--- src/rtl/cv32e40p_wb_arbiter.sv ---
// Write-back port B arbiter: merges LSU load results and X-interface results.
// The LSU has priority; losing X results queue in a small FIFO drained under starvation control.
module cv32e40p_wb_arbiter #(
    parameter int unsigned X_FIFO_DEPTH = 2,
    parameter int unsigned STARVE_LIMIT = 4
) (
    input  logic        clk,
    input  logic        rst,
    input  logic        lsu_we_i,
    input  logic [5:0]  lsu_waddr_i,
    input  logic [31:0] lsu_wdata_i,
    input  logic        x_rvalid_i,
    output logic        x_rready_o,
    input  logic [4:0]  x_rd_i,
    input  logic [31:0] x_data_i,
    output logic        rf_we_o,
    output logic [5:0]  rf_waddr_o,
    output logic [31:0] rf_wdata_o,
    output logic        wb_ready_o,
    output logic [31:0] x_pending_o,
    output logic        x_fifo_empty_o
);

    localparam int unsigned PTR_W = (X_FIFO_DEPTH > 1) ? $clog2(X_FIFO_DEPTH) : 1;
    localparam int unsigned CNT_W = PTR_W + 1;
    localparam int unsigned STV_W = $clog2(STARVE_LIMIT + 1);
    localparam logic [CNT_W-1:0] DEPTH_C  = CNT_W'(X_FIFO_DEPTH);
    localparam logic [STV_W-1:0] STARVE_C = STV_W'(STARVE_LIMIT);

    logic [4:0]              rd_mem_q   [X_FIFO_DEPTH];
    logic [4:0]              rd_mem_d   [X_FIFO_DEPTH];
    logic [31:0]             data_mem_q [X_FIFO_DEPTH];
    logic [31:0]             data_mem_d [X_FIFO_DEPTH];
    logic [X_FIFO_DEPTH-1:0] valid_q, valid_d;
    logic [PTR_W-1:0]        rd_ptr_q, rd_ptr_d;
    logic [PTR_W-1:0]        wr_ptr_q, wr_ptr_d;
    logic [CNT_W-1:0]        count_q, count_d;
    logic [STV_W-1:0]        starve_q, starve_d;
    logic                    drain_q, drain_d;

    logic        full, empty, enq, deq, bypass;
    logic [4:0]  head_rd;
    logic [31:0] head_data;

    // Port select and handshake; the drain slot defers the LSU by one cycle.
    always_comb begin
        full       = (count_q == DEPTH_C);
        empty      = (count_q == '0);
        head_rd    = rd_mem_q[rd_ptr_q];
        head_data  = data_mem_q[rd_ptr_q];
        x_rready_o = ~full;
        rf_we_o    = 1'b0;
        rf_waddr_o = '0;
        rf_wdata_o = '0;
        deq        = 1'b0;
        bypass     = 1'b0;
        if (drain_q) begin
            if (!empty) begin
                deq        = 1'b1;
                rf_we_o    = (head_rd != 5'd0);
                rf_waddr_o = {1'b0, head_rd};
                rf_wdata_o = head_data;
            end
        end else if (lsu_we_i) begin
            rf_we_o    = 1'b1;
            rf_waddr_o = lsu_waddr_i;
            rf_wdata_o = lsu_wdata_i;
        end else if (!empty) begin
            deq        = 1'b1;
            rf_we_o    = (head_rd != 5'd0);
            rf_waddr_o = {1'b0, head_rd};
            rf_wdata_o = head_data;
        end else if (x_rvalid_i) begin
            bypass     = 1'b1;
            rf_we_o    = (x_rd_i != 5'd0);
            rf_waddr_o = {1'b0, x_rd_i};
            rf_wdata_o = x_data_i;
        end
        enq = x_rvalid_i & ~full & ~bypass;
    end

    always_comb begin
        rd_mem_d   = rd_mem_q;
        data_mem_d = data_mem_q;
        valid_d    = valid_q;
        wr_ptr_d   = wr_ptr_q;
        rd_ptr_d   = rd_ptr_q;
        count_d    = count_q;
        if (enq) begin
            rd_mem_d[wr_ptr_q]   = x_rd_i;
            data_mem_d[wr_ptr_q] = x_data_i;
            valid_d[wr_ptr_q]    = 1'b1;
            wr_ptr_d             = wr_ptr_q + PTR_W'(1);
        end
        if (deq) begin
            valid_d[rd_ptr_q] = 1'b0;
            rd_ptr_d          = rd_ptr_q + PTR_W'(1);
        end
        if (enq && !deq) begin
            count_d = count_q + CNT_W'(1);
        end else if (deq && !enq) begin
            count_d = count_q - CNT_W'(1);
        end
    end

    // Starvation tracking; drain_q must not re-arm from the still-saturated count.
    always_comb begin
        starve_d = starve_q;
        if (deq || drain_q) begin
            starve_d = '0;
        end else if (lsu_we_i && !empty && (starve_q != STARVE_C)) begin
            starve_d = starve_q + STV_W'(1);
        end
        drain_d = (starve_q == STARVE_C) && !drain_q;
    end

    always_comb begin
        x_pending_o = '0;
        for (int i = 0; i < X_FIFO_DEPTH; i++) begin
            if (valid_q[i] && (rd_mem_q[i] != 5'd0)) begin
                x_pending_o[rd_mem_q[i]] = 1'b1;
            end
        end
        x_fifo_empty_o = empty;
        wb_ready_o     = ~drain_q;
    end

    always_ff @(posedge clk or posedge rst) begin
        if (rst) begin
            for (int i = 0; i < X_FIFO_DEPTH; i++) begin
                rd_mem_q[i]   <= '0;
                data_mem_q[i] <= '0;
            end
            valid_q  <= '0;
            rd_ptr_q <= '0;
            wr_ptr_q <= '0;
            count_q  <= '0;
            starve_q <= '0;
            drain_q  <= 1'b0;
        end else begin
            rd_mem_q   <= rd_mem_d;
            data_mem_q <= data_mem_d;
            valid_q    <= valid_d;
            rd_ptr_q   <= rd_ptr_d;
            wr_ptr_q   <= wr_ptr_d;
            count_q    <= count_d;
            starve_q   <= starve_d;
            drain_q    <= drain_d;
        end
    end

endmodule

--- config.mk ---
export PLATFORM = sky130hd
export DESIGN_NAME = cv32e40p_wb_arbiter
export DESIGN_NICKNAME = d
export VERILOG_FILES = /design/src/rtl/cv32e40p_wb_arbiter.sv
export SDC_FILE = /design/constraint.sdc
export NUM_CORES = 1
export LEC_CHECK = 0
export BUFFER_PORTS_ARGS = -buffer_cell sky130_fd_sc_hd__buf_2
export CAP_MARGIN = 5
export CELL_PAD_IN_SITES_DETAIL_PLACEMENT = 1
export CELL_PAD_IN_SITES_GLOBAL_PLACEMENT = 1
export CORE_MARGIN = 2
export CORE_UTILIZATION = 40
export CTS_CLUSTER_SIZE = 14
export DETAILED_ROUTE_END_ITERATION = 16
export PLACE_DENSITY = 0.84
export RECOVER_POWER = 50
export SYNTH_ARGS = -nofsm -noshare
export SYNTH_HDL_FRONTEND = slang
export SYNTH_SLANG_ARGS = --single-unit
--- constraint.sdc ---
create_clock -name clk -period 2.7 [get_ports clk]
set_input_delay 0.27 -clock clk [delete_from_list [all_inputs] [get_ports clk]]
set_output_delay 0.27 -clock clk [all_outputs]
set_load 0.05 [all_outputs]
======== After elaboration in Yosys (flattened, before gate mapping) ========
Cells that the tools add are included.
word-level totals
  register bits after elaboration ......... 84
  output and inout bits ................... 74
  word-level logic and storage cells ...... 114
cells by class
  $add $sub $neg .......................... 5
  order comparisons ....................... 11
  eq/ne operators ......................... 3
  mux-type cells .......................... 50
  bitwise gates (word level) .............. 11
  reduce and logical (&&, ||, !) cells .... 24
operators by type and width
  cell                                                                    count
  32-bit two-way mux                                                      11
  64-bit bitwise mux                                                      1
  5-bit two-way mux                                                       7
  32-bit demux with 1-bit select                                          1
  32-bit bitwise OR                                                       1
  5-bit nonzero test                                                      4
  1-bit two-way mux                                                       16
  1-bit logical AND                                                       12
  5-bit by 6-bit < comparator with 1-bit output (second input constant)   2
  6-bit two-way mux                                                       2
  10-bit bitwise mux                                                      1
  1-bit demux with 5-bit select                                           2
  5-bit by 1-bit >= comparator with 1-bit output (second input constant)  2
  2-bit two-way mux                                                       4
  3-bit two-way mux                                                       2
  5-bit demux with 1-bit select                                           1
  2-bit >= comparator (second input constant)                             2
  1-bit logical NOT                                                       4
  1-bit by 2-bit < comparator with 1-bit output (second input constant)   2
  1-bit NOT with 2-bit output                                             2
  2-bit nonzero test                                                      2
  3-bit by 1-bit adder with 3-bit output (second input constant)          1
  3-bit == test (second input constant)                                   1
  3-bit != test (second input constant)                                   1
  14 further kinds                                                        20

======== Longest topological paths before layout ========
Gate-level depths: netlist of the first run.
  word-level depth ........................ 10
  mapped depth ............................ 8
  mapped depth without buffers ............ 6

======== Worst setup path after synthesis of the first run ========
No wires, ideal clock.
  path type ............................... register to output
  from .................................... register rd_mem_q[4] in the netlist's numbering
  to ...................................... output x_pending_o[4]
  data arrival time ....................... 1,977 ps
  slack ................................... 453 ps
  stages on the path, launching flop included .. 5
  path buffers ............................ 1
  cells stage by stage .................... dfrtp_1 clkbuf_1 nor2_1 nand3_1 o32ai_1
on the way
  word-level cells in the longest chain between the ends .. 6
  elaborated cells between the ends (all ways) .. 9
RTL lines
  what                                                                                                                                          RTL line  text
  start: declaration                                                                                                                            30        logic [4:0] rd_mem_q [X_FIFO_DEPTH];
  start signal: assignment                                                                                                                      141       rd_mem_q <= rd_mem_d;
  5-bit by 6-bit < comparator with 1-bit output (not written as such) / 5-bit by 1-bit >= comparator with 1-bit output (equally long branches)  121       x_pending_o[rd_mem_q[i]] = 1'b1;
  1-bit logical AND (not written as such)                                                                                                       121
  1-bit two-way mux (not written as such)                                                                                                       121
  1-bit demux with 5-bit select                                                                                                                 121
  32-bit bitwise OR (no source line)                                                                                                            -
  32-bit two-way mux (*)                                                                                                                        120       if (valid_q[i] && (rd_mem_q[i] != 5'd0)) begin
  end: declaration                                                                                                                              20        output logic [31:0] x_pending_o,
Every way passes the cells marked *; elsewhere a longest branch is shown, timed or not.

======== Final worst setup path of the first run ========
  from .................................... register rd_ptr_q
  to ...................................... output rf_wdata_o[3]
on the way
  word-level cells in the longest chain between the ends .. 7
  elaborated cells between the ends (all ways) .. 8
RTL lines
  what                                                        RTL line  text
  start: declaration                                          35        logic [PTR_W-1:0] rd_ptr_q, rd_ptr_d;
  start signal: assignment                                    144       rd_ptr_q <= rd_ptr_d;
  1-bit NOT with 2-bit output (not written as such) (*)       50        head_data = data_mem_q[rd_ptr_q];
  32-bit two-way mux (not written as such) (*) (3 in series)  50
  32-bit two-way mux                                          68        end else if (!empty) begin
  32-bit two-way mux                                          64        end else if (lsu_we_i) begin
  32-bit two-way mux (*)                                      57        if (drain_q) begin
  end: declaration                                            18        output logic [31:0] rf_wdata_o,
Every way passes the cells marked *; elsewhere a longest branch is shown, timed or not. The select of a mux whose other input is x is not followed.

==> key figures, run 1 <==
Status
  – Status: finished with violations
  – Violated checks: capacitance limit, slew limit

Synthesis
  – Register area share after synthesis: 0.426
  – Synth unique cells: 39
  – Warnings from Yosys: 0
  – Post-Synth Adder-Cell Area: 0.00761
  – Top-area cell type share of the netlist area: 0.426
  – Main combinational cell family by area after synthesis: multiplexers
  – Commonest register cell after synthesis: dfrtp_1
  – Synth Cell Area: approximately 4900 um^2
  – Post-synthesis mux area share: 0.268
  – Post-synth top area cell: dfrtp_1
  – Post-Syn Instances: 453
  – Syn_area_per_cell: around 11 um^2
  – Post-Syn Nets: approximately 540
  – Synth Area in XOR/XNOR: 0.00888
  – Simple-gate share of the synthesized area: 0.112
  – Post-synth EDFFs: 0
  – Complex-gate fraction of the synthesized area: 0.127
  – Flops & latches, synth: 84
  – Ys async rst share: 1.00
  – Top cells by area, synth: dfrtp_1 43%, mux2_2 21%, a221oi_1 6.6%, nor2_1 5.9%, mux2_4 5.8%

STA
  – Fmax: 410 MHz
  – Final Cycle Share: 0.903
  – Hold WS: around 0.18 ns
  – Slew Viols, Final: 85
  – Rel. slew slack: -0.381
  – Final Hold Vio Count: 0
  – RSZ-0062 raised after global routing: false
  – Clock period minus worst slack: between 2 and 2.5 ns
  – Final Setup Violations: 0
  – Setup_tns: 0 ns
  – Worst Clk Skew: 0.0111 ns
  – Worst Max-Slew Pin Slew: between 2 and 2.5 ns

Setup path
  – Crit Path Max Fanout: 26
  – Reg-to-reg endpoint: data_mem_q[61]
  – R2R cell count: 4
  – CP Capture Type: primary output
  – WP data arrival: 2.17 ns
  – Reg2reg start: drain_q
  – Flop-to-flop setup slack: about 0.42 ns
  – CP startpoint kind: register
  – Critical Path RT: approximately 2.4 ns
  – Type of the worst setup path: reg2out

Placement
  – # port buffers: about 150
  – Final HPWL DP: roughly 10,000 um
  – Placed cell count: roughly 720
  – Gpl congestion: about 0.90

Clocking
  – Clk pin slew, worst setup/hold paths: 0.07 ns
  – TritonCTS clock tree: done
  – Post CTS Setup Buffer Count: 0
  – Clk buf depth: 2
  – H-Tree Depth: 3
  – Clk_lat worst skew: 0.35 ns
  – TritonCTS buffer count: 9
  – TritonCTS Sinks: 84
  – Clock root cell: clkbuf_16

Pwr
  – VDD IR max: ~0.00063 V
  – Leakage: around 0.0027 uW
  – Pwr dens: 1390 nW/um^2
  – Pwr Total: roughly 8500 uW

Detailed routing
  – Via count: roughly 4,200
  – Drt first pass iters: 4
  – ANT nets after route: 0
  – Iteration-0 DRC count of the detailed router: about 190
  – DR WL/cell: between 15 and 20 um
  – Wirelength, routed: ~14,000 um
  – Via/cell ratio: ~5.7
  – DRC: 0

Layout
  – Nets@finish: 668
  – Layout Cells excl Fill: around 740
  – Leading cell type in the layout, fill and taps excluded: buf_2
  – Area Overhead vs Synth: 23.2%
  – Most frequent cells in the layout: 145 x buf_2, 92 x mux2_2, 83 x dfrtp_1, 78 x nor2_1, 37 x a221oi_1
  – Share of layout cells above drive strength 1: 0.482
  – Diode count: 0
  – Finished Core Util: 0.506
  – Fillers: around 1,400

Global route
  – Initial antenna violation count: 1
  – Remaining global-route overflow: 0
  – First-pass GRT wire length: between 20,000 and 25,000 um
  – Pin count of the biggest net entering global routing: between 80 and 90
  – Vias in the first global route: roughly 4,600
  – Tot GR Track Use: 0.221

Floorplan
  – Die W: approximately 120 um
  – Core Area: approximately 12,000 um^2
  – Die area: between 10,000 and 15,000 um^2
  – Row count: 40
  – I/O pin total: around 150
  – Starting Density: 0.411
  – Chip height: about 120 um

Min path
  – Hold depth: 2
  – Hold endpoint: data_mem_q[9]
  – Hold Startpoint: x_data_i[9]
  – Hold Crit Class: in2reg

Run
  – Max_cap viols: 1
==> worst max path at each step <==
stage,startpoint,slack (ns),cells after the start,to
global route,rd_ptr_q,0.13,5,rf_wdata_o[3]
CTS,count_q[0],0.06,5,rf_wdata_o[13]
floorplan,rst,0.26,1,count_q[0]
finish,rd_ptr_q,0.26,5,rf_wdata_o[3]
detailed placement,count_q[0],0.44,5,rf_wdata_o[13]
global placement,count_q[0],0.54,5,rf_wdata_o[24]
==> kinds of logic after synthesis <==
group           Yosys count
simple gates            119
xor+xnor                  5
mux                     111
other cells               1
flops                    84
buf+inv                  47
fa+ha+maj                 3
compound gates           83
==> layout make-up <==
cell class | count | area (um^2) | area share
inverters | 8 | 31.3 | 0.00515
clock buffers | 11 | 243 | 0.0400
multi-input cells | 322 | 2580 | 0.425
repair buffers | 161 | 871 | 0.143
clock inverters | 5 | 61.3 | 0.0101
flip-flops and latches | 84 | 2100 | 0.346
well taps | 147 | 184 | 0.0303
==> critical path, stage by stage, from the launching register on <==
cell      delay (ns)
dfrtp_2         0.62
buf_12          0.25
mux2_2          0.37
a221oi_1        0.28
nor2_1          0.07
buf_2           0.21
==> per-stage QoR <==
stage          instance area (um^2)  setup slack, ns
6_report                       6080            0.262
3_3_place_gp                   5830            0.536
2_1_floorplan                  4930            0.265
4_1_cts                        6130           0.0551
3_5_place_dp                   5830            0.440
5_1_grt                        6080            0.128
==> registers in the layout, summed over array words and instances, names as in the netlist <==
register,cells
rd_mem_q,10
rd_ptr_q,1
data_mem_q,64
valid_q,2
wr_ptr_q,1
count_q,2
drain_q,1
starve_q,3
==> Yosys cell counts, types with 3 or more instances <==
| cell type | instances |
|---|---|
| or3_1 | 3 |
| o32ai_1 | 4 |
| a221oi_1 | 37 |
| inv_1 | 8 |
| xor2_1 | 3 |
| o21ai_0 | 3 |
| dfrtp_1 | 84 |
| mux2_4 | 19 |
| buf_4 | 6 |
| nand4_1 | 3 |
| nand2_1 | 3 |
| or3b_2 | 4 |
| nor2_1 | 78 |
| o22ai_1 | 27 |
| nand3_1 | 9 |
| ha_1 | 3 |
| buf_6 | 4 |
| clkbuf_1 | 16 |
| buf_2 | 11 |
| nand3b_1 | 9 |
| a21oi_1 | 5 |
| mux2_2 | 92 |
==> timing repair <==
| item | 4_1_cts | 5_1_grt |
|---|---|---|
| setup endpoints to repair | 0 | 9 |
| resized for setup | 0 | 1 |
| hold buffers | 0 | 0 |
==> per-layer routing <==
layer / vias to the layer above / GRT usage / wire length, um
met5: - / 0 / 16
met4: 2 / 0.0610 / 202
met3: 17 / 0.0464 / 780
met2: 148 / 0.400 / 7470
met1: 2121 / 0.267 / 5930
li1: 1942 / - / -
==> power breakdown <==
| group | internal (uW) | total [uW] | leakage (uW) | switching (uW) |
|---|---|---|---|---|
| Sequential | 1900 | 2460 | 0.000996 | 560 |
| Clock | 744 | 1260 | 0.000138 | 517 |
| Combinational | 1860 | 4740 | 0.00160 | 2880 |
| Total | 4510 | 8460 | 0.00274 | 3960 |
(Power assumes the default switching activity.)
==> inputs of run 2 (changes only) <==
Settings changed: CORE_UTILIZATION 40 to 36, PLACE_DENSITY 0.84 to 0.8.
Clock period 2.7 ns to 1.95 ns, I/O delays scaled along.
==> run 2 against run 1 <==
  * The run ends with setup timing left
  * Sequential share of layout area is 8.1 points lower
  * Clock power rose by 52%
  * Non-clock buffer count rose by 45
  * Critical endpoint is now rf_we_o
  * Flip-flop and latch count did not move
==> key figures, run 2 (same netlist as run 1, synthesis figures left out) <==
Floorplan
  – I/O pin total: between 150 and 200
  – Die area: approximately 15,000 um^2
  – Core Area: between 10,000 and 15,000 um^2
  – Starting Density: 0.371
  – Die W: 121 um
  – Row count: 42
  – Chip height: about 120 um

Setup path
  – Family with the most delay on the worst path: flip-flops
  – WP depth: 5
  – Critical Path Source: rd_ptr_q
  – CP startpoint kind: register
  – Crit Path Max Fanout: 4
  – CP dominant cell by count: buf_6
  – WP data arrival: 1.99 ns
  – Reg2reg start: count_q[1]
  – Capture point of the worst path: rf_we_o
  – Flop-to-flop setup slack: ~0.060 ns
  – Reg-to-reg endpoint: count_q[1]
  – Slowest cell on crit path: dfrtp_2
  – Crit path cell chain: buf_6, mux2_4, o41ai_4, nand3_2, buf_6
  – Buf/Inv on CP: 2
  – Type of the worst setup path: reg2out
  – Critical Path RT: 1.75 ns
  – R2R cell count: 7
  – CP Capture Type: primary output
  – Max stage delay on crit path: between 0.4 and 0.5 ns

Layout
  – Nets@finish: between 700 and 800
  – Max reg flops: between 60 and 70
  – Largest Register: data_mem_q
  – Most frequent cells in the layout: 91 x buf_2, 74 x mux2_2, 74 x dfrtp_1, 56 x buf_6, 39 x nor2_1
  – Regs by FF count: data_mem_q x64, rd_mem_q x10, starve_q x3
  – Finished Cell Area: ~8000 um^2
  – Finished Core Util: 0.599
  – Leading cell type in the layout, fill and taps excluded: buf_2
  – Area Overhead vs Synth: 61.5%
  – Diode count: 0
  – Share of layout cells above drive strength 1: 0.714

STA
  – Slew Viols, Final: 0
  – Rel. slew slack: 0.102
  – Final Setup Violations: 39
  – Hold WS: ~0.13 ns
  – Final Cycle Share: 1.12
  – Final worst setup slack: -0.235 ns
  – Final Hold Vio Count: 0
  – Worst Max-Slew Pin Slew: between 1 and 1.5 ns
  – RSZ-0062 raised after global routing: true
  – Clock period minus worst slack: 2.18 ns
  – Fmax: approximately 460 MHz
  – Worst Clk Skew: approximately 0.012 ns

Detailed routing
  – Drt first pass iters: 4
  – DR WL/cell: 24.6 um
  – Via count: ~4,700
  – Iteration-0 DRC count of the detailed router: around 260
  – Wirelength, routed: ~20,000 um
  – DRC: 0
  – Via/cell ratio: 5.78
  – ANT nets after route: 0

Min path
  – Hold Crit Class: in2reg

Clocking
  – Clk_lat worst skew: between 0.3 and 0.4 ns
  – H-Tree Depth: 3
  – Clock root cell: clkbuf_16
  – TritonCTS clock tree: done
  – TritonCTS buffer count: 9
  – TritonCTS Sinks: 84
  – Clk pin slew, worst setup/hold paths: approximately 0.070 ns
  – Clk buf depth: 2

Global route
  – Tot GR Track Use: 0.240
  – Pin count of the biggest net entering global routing: 53
  – Vias in the first global route: 4,990
  – Initial antenna violation count: 0
  – First-pass GRT wire length: 27,400 um
  – Remaining global-route overflow: 0

Pwr
  – VDD IR max: ~0.00087 V
  – Leakage: roughly 0.0034 uW
  – Pwr Total: 15,700 uW
  – Pwr dens: around 2000 nW/um^2

Status
  – Violated checks: setup timing
  – Status: finished with violations

Placement
  – Gpl congestion: 0.830
  – Final HPWL DP: 10,900 um
  – # port buffers: about 150
  – Placed Instance Area: roughly 6100 um^2

Run
  – Max_cap viols: 0
==> run 2: per-stage QoR <==
step | setup TNS, ns | std cells | worst slack [ns]
floorplan | -1.00 | 453 | -0.222
detailed placement | -0.00405 | 762 | -0.00405
global placement | 0 | 762 | 0.00431
global route | -8.18 | 812 | -0.268
finish | -6.04 | 812 | -0.235
CTS | -3.53 | 802 | -0.148
==> run 2: worst min-delay path by stage <==
stage | depth (start not counted) | from | end
after floorplan | 1 | x_data_i[11] | data_mem_q[11]
after global placement | 3 | rst | starve_q[2]
after detailed placement | 3 | rst | starve_q[1]
after CTS | 2 | x_data_i[7] | data_mem_q[7]
after global routing | 2 | x_data_i[7] | data_mem_q[7]
final | 2 | x_data_i[7] | data_mem_q[7]
==> run 2: what timing repair did <==
item,in CTS,in global routing
gates resized for setup,163,97
hold buffers,1,0
endpoints found under the hold margin,28,0
pin swaps,10,16
setup endpoints to repair,65,66
gates cloned,2,3
setup buffers,22,7
==> run 2: where the power goes <==
group	internal [uW]	switching [uW]
Combinational	4660	5590
Sequential	2660	852
Clock	1160	748
==> run 2: layer usage <==
layer | wire (um) | global-route usage
met5 | 0 | 0
met4 | 630 | 0.0908
met3 | 814 | 0.0376
met2 | 10700 | 0.432
met1 | 7780 | 0.288
==> run 2: area by class of cell <==
class | instances | area (um^2)
multi-input cells | 322 | 3480
flip-flops and latches | 84 | 2110
inverters | 8 | 33.8
fillers | 1304 | 5330
repair buffers | 206 | 1790
clock buffers | 12 | 246
clock inverters | 4 | 72.6
well taps | 176 | 220
==> inputs of run 3 (changes only) <==
Settings changed: CORE_UTILIZATION 36 to 37, CTS_BUF_LIST from default to sky130_fd_sc_hd__clkbuf_4 sky130_fd_sc_hd__clkbuf_8, PLACE_DENSITY 0.8 to 0.82.
==> run 3 against run 2 <==
  * Fmax up 0.99%
  * Combinational power about the same
  * Global-route usage up 1.7 points
  * Hold slack worse by 0.025 ns
  * Highest routed layer unchanged
  * Sequential share of layout area up 0.68 points
  * The flow still finishes with violations (setup timing)
  * Cell count down 0.12%
==> key figures, run 3 (same netlist as run 1, synthesis figures left out) <==
Global route
  – First-pass GRT wire length: 28,700 um
  – Remaining global-route overflow: 0
  – Vias in the first global route: 5,133
  – Pin count of the biggest net entering global routing: 44
  – Initial antenna violation count: 0
  – Tot GR Track Use: 0.257

Layout
  – Finished Core Util: 0.591
  – Most frequent cells in the layout: 85 x mux2_2, 83 x buf_2, 74 x dfrtp_1, 62 x buf_6, 41 x nor2_1
  – Finished Cell Area: between 7000 and 8000 um^2
  – Regs by FF count: data_mem_q x64, rd_mem_q x10, starve_q x3
  – Area Overhead vs Synth: 57.5%
  – Max reg flops: 64
  – Largest Register: data_mem_q
  – Share of layout cells above drive strength 1: 0.718
  – Layout Cells excl Fill: ~810
  – Leading cell type in the layout, fill and taps excluded: mux2_2
  – Nets@finish: a little over 700
  – Fillers: 1,325

Setup path
  – Crit Path Max Fanout: 8
  – Crit path cell chain: nor4b_4, buf_4, clkbuf_16, a221oi_4, nor2_2, buf_6
  – Max stage delay on crit path: 0.47 ns
  – WP data arrival: between 1.5 and 2 ns
  – Critical Path RT: approximately 1.8 ns
  – Buf/Inv on CP: 3
  – Family with the most delay on the worst path: buffers and inverters
  – Type of the worst setup path: reg2out
  – CP startpoint kind: register
  – Slowest cell on crit path: dfrtp_2
  – CP Capture Type: primary output

Pwr
  – VDD IR max: between 0.0009 and 0.001 V
  – Pwr dens: about 1900 nW/um^2
  – Leakage: ~0.0033 uW

STA
  – Clock period minus worst slack: 2.16 ns
  – Fmax: about 460 MHz
  – Worst Max-Slew Pin Slew: 1.30 ns
  – Final Setup Violations: 45
  – Slew Viols, Final: 0
  – Final Cycle Share: 1.11
  – Final Hold Vio Count: 0
  – Hold WS: roughly 0.11 ns
  – Worst Clk Skew: a little over 0.008 ns
  – RSZ-0062 raised after global routing: true
  – Final worst setup slack: -0.213 ns
  – Rel. slew slack: 0.129

Detailed routing
  – Iteration-0 DRC count of the detailed router: between 200 and 250
  – Wirelength, routed: 19,300 um
  – DR WL/cell: roughly 24 um
  – Via/cell ratio: between 5 and 6
  – DRC: 0
  – Drt first pass iters: 4
  – ANT nets after route: 0
  – Via count: roughly 4,600

Floorplan
  – Starting Density: 0.375
  – Chip height: between 100 and 150 um
  – I/O pin total: 153
  – Die area: about 14,000 um^2
  – Die W: 119 um
  – Row count: 42
  – Core Area: ~13,000 um^2

Clocking
  – Clk pin slew, worst setup/hold paths: ~0.090 ns
  – H-Tree Depth: 3
  – Clk buf depth: 2
  – TritonCTS clock tree: done
  – Clock root cell: clkbuf_8
  – Clk_lat worst skew: 0.37 ns
  – TritonCTS buffer count: 9
  – TritonCTS Sinks: between 80 and 90

Placement
  – Final HPWL DP: about 11,000 um
  – Gpl congestion: roughly 0.84
  – Placed Instance Area: 6130 um^2
  – Placed cell count: 760
  – Pre-CTS WS: approximately 0.067 ns
  – # port buffers: 151

Status
  – Status: finished with violations
  – Violated checks: setup timing

Min path
  – Hold Crit Class: in2reg

Run
  – Max_cap viols: 0
run 3: path summary, 6_finish.rpt:
check | endpoint | slack (ns) | from | cells past startpoint
min | data_mem_q[31] | 0.11 | x_data_i[31] | 2
max reg2reg | rd_mem_q[2] | 0.11 | count_q[1] | 4
min reg2reg | data_mem_q[41] | 0.51 | data_mem_q[41] | 1
max | rf_waddr_o[0] | -0.21 | count_q[1] | 6
min in group asynchronous | data_mem_q[27] | 0.63 | rst | 3
max in group asynchronous | data_mem_q[49] | 0.17 | rst | 4
run 3: through the flow:
stage / TNS, ns / power, uW
3_3_place_gp: 0 / 10200
4_1_cts: -5.83 / 13800
6_report: -6.17 / 14700
5_1_grt: -10.99 / 15400
2_1_floorplan: -1.00 / 8730
3_5_place_dp: 0 / 10500
run 3: power breakdown:
part | internal, uW | switching, uW
combinational | 4580 | 5430
sequential | 2650 | 810
clock | 615 | 659
total | 7840 | 6900
run 3: worst reg2reg max path: stages, from the launching register on:
cell	delay [ns]
dfrtp_2	0.47
o21ba_1	0.33
o211a_2	0.25
buf_4	0.31
mux2_2	0.38
run 3: timing repair:
item                       4_1_cts  5_1_grt
hold endpoints to repair        25        0
setup endpoints to repair       65       68
pin swaps                       24       17
buffers inserted                22        8
cloned                           6        1
hold buffers                     1        0
gates resized for setup        176       77
run 3: layout make-up:
class / count / area [um^2] / area share
Timing Repair Buffer: 205 / 1860 / 0.239
Clock inverter: 4 / 51.3 / 0.00661
Antenna cell: 1 / 2.50 / 0.000322
Multi-Input combinational cell: 322 / 3350 / 0.431
Clock buffer: 11 / 139 / 0.0179
Sequential cell: 84 / 2110 / 0.272
Inverter: 8 / 31.3 / 0.00403
Tap cell: 176 / 220 / 0.0284
run 3: metal layers:
layer / routed length (um) / track usage / up-vias
met1: 7430 / 0.302 / 2395
met2: 10700 / 0.473 / 151
met4: 392 / 0.0824 / 0
li1: - / - / 2042
met5: 0 / 0 / -
met3: 839 / 0.0460 / 34
